--- config.mk ---
export PLATFORM = sky130hd
export DESIGN_NAME = chain_search
export DESIGN_NICKNAME = d
export VERILOG_FILES = /design/src/rtl/chain_search.sv
export SDC_FILE = /design/constraint.sdc
export NUM_CORES = 1
export LEC_CHECK = 0
export BUFFER_PORTS_ARGS = -buffer_cell sky130_fd_sc_hd__buf_4
export CAP_MARGIN = 20
export CELL_PAD_IN_SITES_DETAIL_PLACEMENT = 0
export CELL_PAD_IN_SITES_GLOBAL_PLACEMENT = 1
export CORE_UTILIZATION = 23
export CTS_BUF_LIST = sky130_fd_sc_hd__clkbuf_4
export CTS_CLUSTER_DIAMETER = 200
export CTS_CLUSTER_SIZE = 24
export DETAILED_ROUTE_END_ITERATION = 8
export GPL_ROUTABILITY_DRIVEN = 0
export PLACE_DENSITY = 0.65
export SYNTH_ARGS = -nofsm -noshare
export SYNTH_HDL_FRONTEND = slang
export SYNTH_SLANG_ARGS = --single-unit
--- constraint.sdc ---
create_clock -name clk_i -period 1.96 [get_ports clk_i]
set_input_delay 0.392 -clock clk_i [delete_from_list [all_inputs] [get_ports clk_i]]
set_output_delay 0.392 -clock clk_i [all_outputs]
set_load 0.05 [all_outputs]
--- src/rtl/chain_search.sv ---
// Hash-bucket chain walker: follows next_ptr links through the data table RAM
// until the key matches, the chain ends, or MAX_CHAIN entries have been read.
module chain_search #(
    parameter int KEY_WIDTH   = 32,
    parameter int VALUE_WIDTH = 16,
    parameter int PTR_WIDTH   = 8,
    parameter int MAX_CHAIN   = 16,
    parameter int CNT_WIDTH   = $clog2(MAX_CHAIN + 1)
) (
    input  logic                   clk_i,
    input  logic                   rst_n_i,

    input  logic [KEY_WIDTH-1:0]   req_key_i,
    input  logic [PTR_WIDTH-1:0]   req_head_ptr_i,
    input  logic                   req_head_ptr_val_i,
    input  logic                   req_valid_i,
    output logic                   req_ready_o,

    output logic [PTR_WIDTH-1:0]   ram_rd_addr_o,
    output logic                   ram_rd_en_o,
    input  logic [KEY_WIDTH-1:0]   ram_rd_key_i,
    input  logic [VALUE_WIDTH-1:0] ram_rd_value_i,
    input  logic [PTR_WIDTH-1:0]   ram_rd_next_ptr_i,
    input  logic                   ram_rd_next_ptr_val_i,

    output logic                   res_found_o,
    output logic [VALUE_WIDTH-1:0] res_value_o,
    output logic [PTR_WIDTH-1:0]   res_ptr_o,
    output logic [CNT_WIDTH-1:0]   res_depth_o,
    output logic                   res_overflow_o,
    output logic                   res_valid_o,
    input  logic                   res_ready_i
);

    typedef enum logic [1:0] {
        IDLE = 2'd0,
        RD   = 2'd1,
        CMP  = 2'd2,
        OUT  = 2'd3
    } state_t;

    localparam logic [CNT_WIDTH-1:0] MAX_DEPTH = CNT_WIDTH'(MAX_CHAIN);

    state_t                 state_q;
    state_t                 state_d;

    logic [KEY_WIDTH-1:0]   key_q;
    logic [PTR_WIDTH-1:0]   ptr_q;
    logic [CNT_WIDTH-1:0]   depth_q;
    logic                   found_q;
    logic [VALUE_WIDTH-1:0] value_q;
    logic [PTR_WIDTH-1:0]   match_ptr_q;
    logic                   overflow_q;

    logic                   accept;
    logic                   key_hit;
    logic                   depth_at_max;

    assign accept       = (state_q == IDLE) && req_valid_i;
    assign key_hit      = (ram_rd_key_i == key_q);
    assign depth_at_max = (depth_q == MAX_DEPTH);

    // NOTE: nonblocking (<=) for every register so all state updates see the
    // pre-edge values of each other, regardless of statement order.
    always_ff @(posedge clk_i or negedge rst_n_i) begin
        if (!rst_n_i) begin
            state_q <= IDLE;
        end else begin
            state_q <= state_d;
        end
    end

    // NOTE: every output and state_d gets a default before the case, so no
    // path through the block leaves a signal unassigned and no latch appears.
    always_comb begin
        state_d     = state_q;
        req_ready_o = 1'b0;
        ram_rd_en_o = 1'b0;
        res_valid_o = 1'b0;

        case (state_q)
            IDLE: begin
                req_ready_o = 1'b1;
                if (req_valid_i) begin
                    state_d = req_head_ptr_val_i ? RD : OUT;
                end
            end
            RD: begin
                ram_rd_en_o = 1'b1;
                state_d     = CMP;
            end
            CMP: begin
                if (key_hit || !ram_rd_next_ptr_val_i || depth_at_max) begin
                    state_d = OUT;
                end else begin
                    state_d = RD;
                end
            end
            OUT: begin
                res_valid_o = 1'b1;
                if (res_ready_i) begin
                    state_d = IDLE;
                end
            end
            default: begin
                state_d = IDLE;
            end
        endcase
    end

    // Request context: key under search, current entry pointer, entries read.
    always_ff @(posedge clk_i or negedge rst_n_i) begin
        if (!rst_n_i) begin
            key_q   <= '0;
            ptr_q   <= '0;
            depth_q <= '0;
        end else begin
            if (accept) begin
                key_q   <= req_key_i;
                depth_q <= '0;
                if (req_head_ptr_val_i) begin
                    ptr_q <= req_head_ptr_i;
                end
            end else if (state_q == RD) begin
                depth_q <= depth_q + CNT_WIDTH'(1);
            end else if (state_q == CMP && !key_hit && ram_rd_next_ptr_val_i
                         && !depth_at_max) begin
                ptr_q <= ram_rd_next_ptr_i;
            end
        end
    end

    // Result fields: cleared on accept, written only on the terminating compare,
    // then held untouched through OUT so backpressure sees stable values.
    always_ff @(posedge clk_i or negedge rst_n_i) begin
        if (!rst_n_i) begin
            found_q     <= 1'b0;
            value_q     <= '0;
            match_ptr_q <= '0;
            overflow_q  <= 1'b0;
        end else begin
            if (accept) begin
                found_q     <= 1'b0;
                value_q     <= '0;
                match_ptr_q <= '0;
                overflow_q  <= 1'b0;
            end else if (state_q == CMP) begin
                if (key_hit) begin
                    found_q     <= 1'b1;
                    value_q     <= ram_rd_value_i;
                    match_ptr_q <= ptr_q;
                end else if (ram_rd_next_ptr_val_i && depth_at_max) begin
                    overflow_q  <= 1'b1;
                end
            end
        end
    end

    assign ram_rd_addr_o  = ptr_q;

    assign res_found_o    = found_q;
    assign res_value_o    = value_q;
    assign res_ptr_o      = match_ptr_q;
    assign res_depth_o    = depth_q;
    assign res_overflow_o = overflow_q;

endmodule

# == Word level (Yosys, flattened, before mapping) ==
# Index checks and enable logic that the tools add are counted.
# totals
register_bits,73
wordCells,66
# op_classes
addsub,1
reduce_logical,20
eq_ne,10
n_mux,27
# ops
operator,count
2-to-1 mux 8 bit,7
2-to-1 mux 16 bit,3
== test 32 bit,1
2-to-1 mux 1 bit,10
2-to-1 mux 5 bit,2
"!= test 2 bit, second input constant",5
nonzero test 2 bit,5
2-to-1 mux 2 bit,4
one-hot mux 2 bit (4 select lines),1
AND reduction 3 bit,2
"adder 5 x 1 -> 5 bit, second input constant",1
"== test 5 bit, second input constant",1
logical AND 1 bit,5
"== test 2 bit, second input constant",2
AND reduction 2 bit,2
logical NOT 1 bit,3
"== test 2 x 1 -> 1 bit, second input constant",1
logical NOT 2 bit,1
logical OR 1 bit,2

# == Longest topological paths before layout ==
# depth
word_depth,8
depth_mapped,7

# == Least setup slack after synthesis ==
# OpenSTA, ideal clock, no wires.
# synth_path
kind,register -> register
startpoint,reg depth_q[0] (netlist: res_depth_o[0])
endpoint,reg ptr_q[0] (netlist: ram_rd_addr_o[0])
path_buffers,1
t_arrival_ps,1664
stages_incl_launch_ff,8
path_slack_ps,193
setup_time_ps,104
period_less_slack_ps,1767
path_cell_list,dfrtp_1 -> inv_1 -> ha_1 -> nand3_1 -> o2111a_1 -> buf_6 -> a21oi_4 -> a221oi_1
# synth_between
elab_chain_len,5
# synth_lines
element,line_no,source
from (decl),49,logic [CNT_WIDTH-1:0] depth_q;
from (signal assigned),125,depth_q <= depth_q + CNT_WIDTH'(1);
== test 5 bit,61,assign depth_at_max = (depth_q == MAX_DEPTH);
logical NOT 1 bit,127,&& !depth_at_max) begin
logical AND 1 bit,127,
nonzero test 2 bit (no source line),--,
AND reduction 3 bit (no source line),--,
to (signal assigned),122,ptr_q <= req_head_ptr_i;
to (signal assigned),128,ptr_q <= ram_rd_next_ptr_i;
to (decl),48,logic [PTR_WIDTH-1:0] ptr_q;
# No other way between the ends.
# A chain may end at the register's enable or synchronous reset.

# == Final worst setup path ==
# layout_path
startpoint,reg key_q[6]
endpoint,reg ptr_q[0] (netlist: ram_rd_addr_o[0])
# layout_between
elab_chain_len,7
# layout_lines
element,line_no,source
from (decl),47,logic [KEY_WIDTH-1:0] key_q;
from (signal assigned),119,key_q <= req_key_i;
== test 32 bit,60,assign key_hit = (ram_rd_key_i == key_q);
logical NOT 1 bit,126,end else if (state_q == CMP && !key_hit && ram_rd_next_ptr_val_i
logical AND 1 bit (2 in series),126,
logical AND 1 bit,127,
nonzero test 2 bit (no source line),--,
AND reduction 3 bit (no source line),--,
# No other way between the ends.

==> impl_results.html <==
<table>
<tr><th>Metric</th><th>Value</th></tr>
<tr><th colspan="2">Drt</th></tr>
<tr><td>DRC violations left</td><td>0</td></tr>
<tr><td>Antenna-violating nets left</td><td>0</td></tr>
<tr><td>Via count</td><td>2,930</td></tr>
<tr><td>WL per Instance</td><td>~14 µm</td></tr>
<tr><td>Drt first pass iters</td><td>4</td></tr>
<tr><td>Vias per std cell</td><td>between 4 and 5</td></tr>
<tr><td>Final routed wirelength across all metal layers</td><td>between 9 and 10 mm</td></tr>
<tr><td>1st-iter DRT viols</td><td>approximately 100</td></tr>
<tr><th colspan="2">Synth</th></tr>
<tr><td>Share of synthesized registers carrying an async set or reset</td><td>100%</td></tr>
<tr><td>Area leader, netlist</td><td>dfrtp_1</td></tr>
<tr><td>Leading register cell type out of synthesis</td><td>dfrtp_1</td></tr>
<tr><td>Post-synthesis instance total</td><td>366</td></tr>
<tr><td>Number of enable flip-flop cells after synthesis</td><td>0</td></tr>
<tr><td>Dominant cells by area after synthesis</td><td>dfrtp_1, nand2_1, xor2_1, mux2i_1, inv_1</td></tr>
<tr><td>Ys Warns</td><td>0</td></tr>
<tr><td>Mapped Avg Cell Area</td><td>~9.3 µm²</td></tr>
<tr><td>Synth Register Bits</td><td>73</td></tr>
<tr><td>Portion of synthesized cell area occupied by the leading cell type</td><td>53.6%</td></tr>
<tr><td>Sequential share of the synthesized area</td><td>a little over half</td></tr>
<tr><td>Number of library cell types mapped by synthesis</td><td>26</td></tr>
<tr><td>Synthesized Nets</td><td>470</td></tr>
<tr><td>Post-synthesis cell area</td><td>3410 µm²</td></tr>
<tr><th colspan="2">Timing</th></tr>
<tr><td>Clock period minus worst slack</td><td>~2.0 ns</td></tr>
<tr><td>Final setup violation count</td><td>32</td></tr>
<tr><td>Unrepaired setup endpoints after global routing</td><td>yes</td></tr>
<tr><td>Fmax</td><td>493 MHz</td></tr>
<tr><td>Crit share post-route</td><td>104%</td></tr>
<tr><td>Worst clock skew on the final layout</td><td>approximately 0.013 ns</td></tr>
<tr><td>Tightest Pin Transition</td><td>around 0.4 ns</td></tr>
<tr><td>Final count of pins violating max slew</td><td>0</td></tr>
<tr><td>Worst setup slack after layout</td><td>-0.0701 ns</td></tr>
<tr><td>Total count of hold-check failures in the final report</td><td>0</td></tr>
<tr><td>Headroom to the max-slew limit</td><td>72.8%</td></tr>
<tr><th colspan="2">Clocking</th></tr>
<tr><td>TritonCTS Buffers</td><td>9</td></tr>
<tr><td>Maximum level of the CTS H-tree</td><td>3</td></tr>
<tr><td>Max Root-Sink Buffers</td><td>2</td></tr>
<tr><td>Clock tree from TritonCTS</td><td>built</td></tr>
<tr><td>Number of clock sinks</td><td>73</td></tr>
<tr><td>Clock edge transition at the registers on the reported setup and hold paths</td><td>around 0.12 ns</td></tr>
<tr><td>Clock latency on the worst-skew pair</td><td>0.44 ns</td></tr>
<tr><td>Clock tree root buffer cell</td><td>clkbuf_4</td></tr>
<tr><th colspan="2">Min path</th></tr>
<tr><td>Beginning of the worst hold path</td><td>req_key_i[23]</td></tr>
<tr><td>Worst hold path depth</td><td>3</td></tr>
<tr><td>Worst hold endpoint</td><td>key_q[23]</td></tr>
<tr><td>Path type of the worst min-delay path</td><td>input pin to register</td></tr>
<tr><th colspan="2">Global route</th></tr>
<tr><td>Wire length of the first global-routing pass</td><td>approximately 15 mm</td></tr>
<tr><td>Number of global-route vias before repair</td><td>between 3,000 and 4,000</td></tr>
<tr><td>Sum of overflow across all layers after global routing</td><td>0</td></tr>
<tr><td>Largest net degree at the start of global routing</td><td>38</td></tr>
<tr><td>Antenna violations before repair</td><td>0</td></tr>
<tr><td>GRT Util Overall</td><td>approximately 13%</td></tr>
<tr><th colspan="2">Power</th></tr>
<tr><td>Sequential cell fraction of total power</td><td>40.9%</td></tr>
<tr><td>Total net switching power</td><td>2.33 mW</td></tr>
<tr><td>Reported leakage power</td><td>between 2 and 3 nW</td></tr>
<tr><td>Relative contribution of combinational cells to total power</td><td>between 40 and 50%</td></tr>
<tr><td>Overall Power</td><td>approximately 5.6 mW</td></tr>
<tr><td>IR drop worst, VDD</td><td>0.000563 V</td></tr>
<tr><td>Power share of the clock group</td><td>14.9%</td></tr>
<tr><td>Power density normalized to cell area</td><td>~1100 nW/µm²</td></tr>
<tr><td>Switching part of the total</td><td>41.6%</td></tr>
<tr><td>Cell Int Power</td><td>approximately 3.3 mW</td></tr>
<tr><th colspan="2">Cells and area</th></tr>
<tr><td>Post-route cell area</td><td>5040 µm²</td></tr>
<tr><td>Signed area change from the synthesized netlist to the final layout</td><td>47.7%</td></tr>
<tr><td>Share of final-layout standard cells stronger than drive strength 1</td><td>between 30 and 40%</td></tr>
<tr><td>Most frequent standard cell in the layout excluding fill and tap cells</td><td>buf_4</td></tr>
<tr><td>Filler cells</td><td>about 1,500</td></tr>
<tr><td>Net count of the finished layout</td><td>628</td></tr>
<tr><td>Register area</td><td>around 1800 µm²</td></tr>
<tr><td>Final core occ</td><td>34.8%</td></tr>
<tr><td>Combined area of the multi-input logic cells</td><td>~1500 µm²</td></tr>
<tr><td>Count of inserted antenna diode cells</td><td>0</td></tr>
<tr><td>Commonest cells after routing, fill and taps aside</td><td>buf_4, nand2_1, dfrtp_1</td></tr>
<tr><th colspan="2">Critical path</th></tr>
<tr><td>Endpoint required time on the critical path</td><td>2.30 ns</td></tr>
<tr><td>Largest stage delay on the critical path</td><td>around 0.40 ns</td></tr>
<tr><td>Worst reg-to-reg setup slack</td><td>-0.07 ns</td></tr>
<tr><td>List of cells traversed by the critical path</td><td>xor2_1 &gt; nor4_2 &gt; buf_4 &gt; nand4_1 &gt; o2111a_2 &gt; buf_6 &gt; a221oi_2</td></tr>
<tr><td>CP arrival</td><td>approximately 2.4 ns</td></tr>
<tr><td>Depth of the worst register-to-register path</td><td>7</td></tr>
<tr><td>Start-to-end type of the worst setup path</td><td>register to register</td></tr>
<tr><td>Sort of element at the end of the critical path</td><td>register</td></tr>
<tr><td>Worst R2R Start</td><td>key_q[6]</td></tr>
<tr><td>Cell with the largest stage delay on the worst path</td><td>dfrtp_1</td></tr>
<tr><td>End of the worst register-to-register path</td><td>ram_rd_addr_o[0]</td></tr>
<tr><td>Critical path startpoint category</td><td>register</td></tr>
<tr><td>Largest driver fanout on the critical path</td><td>6</td></tr>
<tr><th colspan="2">Flow run</th></tr>
<tr><td>Max-cap check violation count</td><td>0</td></tr>
<tr><th colspan="2">Floorplanning</th></tr>
<tr><td>Starting Density</td><td>a little under a quarter</td></tr>
<tr><td>Height of the chip</td><td>124 µm</td></tr>
<tr><td>Top Ports</td><td>around 140</td></tr>
<tr><td>Standard-cell rows</td><td>44</td></tr>
<tr><td>Core area</td><td>between 10,000 and 15,000 µm²</td></tr>
<tr><td>Die boundary width</td><td>~120 µm</td></tr>
<tr><td>Full die area</td><td>~15,000 µm²</td></tr>
<tr><th colspan="2">Placed design</th></tr>
<tr><td>Post-DP HPWL</td><td>between 7 and 8 mm</td></tr>
<tr><td>DP Area</td><td>~4800 µm²</td></tr>
<tr><td>Buffers added on ports</td><td>~140</td></tr>
<tr><th colspan="2">Outcome</th></tr>
<tr><td>Violated checks</td><td>setup timing</td></tr>
<tr><td>Run status</td><td>finished with violations</td></tr>
</table>
[flip-flops by register name, summed over array words and instances (netlist names)]
register        flops
key_q              32
res_found_o         1
state_q             2
res_depth_o         5
res_overflow_o      1
res_value_o        16
ram_rd_addr_o       8
res_ptr_o           8
[cell usage after synthesis (all sizes together), types with 4 or more instances]
cell,count
clkbuf,10
nand4,4
nor2,15
nor4,8
dfrtp,73
nand3,4
mux2i,24
xor2,32
inv,36
a221oi,8
nand2,130
o21ai,5
[through the flow]
stage / worst slack [ns] / setup TNS (ns) / hold WS (ns) / cells
after floorplan: 0.193 / 0 / 0.0964 / 366
after global placement: -0.382 / -8.29 / 0.362 / 691
after detailed placement: -0.379 / -5.89 / 0.361 / 691
after CTS: -0.108 / -2.42 / 0.0805 / 710
after global routing: -0.178 / -4.62 / 0.0953 / 712
final: -0.0701 / -0.829 / 0.131 / 712
[area by class of cell]
cell class                      instances  share of cell area (%)
Clock buffer                           14                    2.09
Clock inverter                          1                  0.0745
Inverter                               36                    2.68
Multi-Input combinational cell        244                    29.2
Sequential cell                        73                    36.3
Tap cell                              184                    4.57
Timing Repair Buffer                  160                    25.1
[power by group through the flow]
stage / clock, mW / sequential (mW) / combinational (mW)
CTS: 0.891 / 2.30 / 2.46
floorplan: 0 / 2.64 / 1.12
finish: 0.835 / 2.29 / 2.47
global placement: 0 / 2.32 / 2.24
detailed placement: 0 / 2.32 / 2.30
global route: 0.947 / 2.36 / 2.75
[metal layers]
| layer | share of wire (%) | GRT usage, % |
|---|---|---|
| met1 | 44 | 16.6 |
| met2 | 47 | 21.3 |
| met3 | 7.9 | 4.30 |
| met4 | 1.8 | 6.33 |
| met5 | 0 | 0 |
[cell families (layout without fill, tap and decap cells)]
family,count (synthesis),count (layout),synth area share (%)
buf+inv,49,211,6.05
xor+xnor,32,32,8.22
compound gates,19,19,4.44
flops,73,73,53.6
simple gates,167,167,20.0
mux,24,24,7.04
fa+ha+maj,2,2,0.734
[critical path, delay by kind of cell (launching register included)]
| kind | cells | cell delay (ns) |
|---|---|---|
| buf+inv | 2 | 0.32 |
| flops | 1 | 0.40 |
| xor+xnor | 1 | 0.15 |
| compound gates | 2 | 0.62 |
| simple gates | 2 | 0.46 |
[worst max-delay path by stage]
stage                           startpoint               end  cells past startpoint
final                             key_q[6]  ram_rd_addr_o[0]                      7
after global routing              key_q[6]   res_value_o[11]                      9
after CTS                         key_q[4]   res_value_o[12]                      9
after detailed placement  ram_rd_key_i[30]  ram_rd_addr_o[6]                      8
after global placement    ram_rd_key_i[30]  ram_rd_addr_o[0]                      8
after floorplan             res_depth_o[0]  ram_rd_addr_o[0]                      7
[what timing repair did]
| item | in CTS | in global routing |
|---|---|---|
| setup endpoints to repair | 34 | 36 |
| hold endpoints to repair | 28 | 0 |
| buffers inserted | 3 | 2 |
| resized for setup | 16 | 4 |
| pin swaps | 12 | 1 |
| hold buffers | 1 | 0 |
Power figures use the tool's default switching activity.
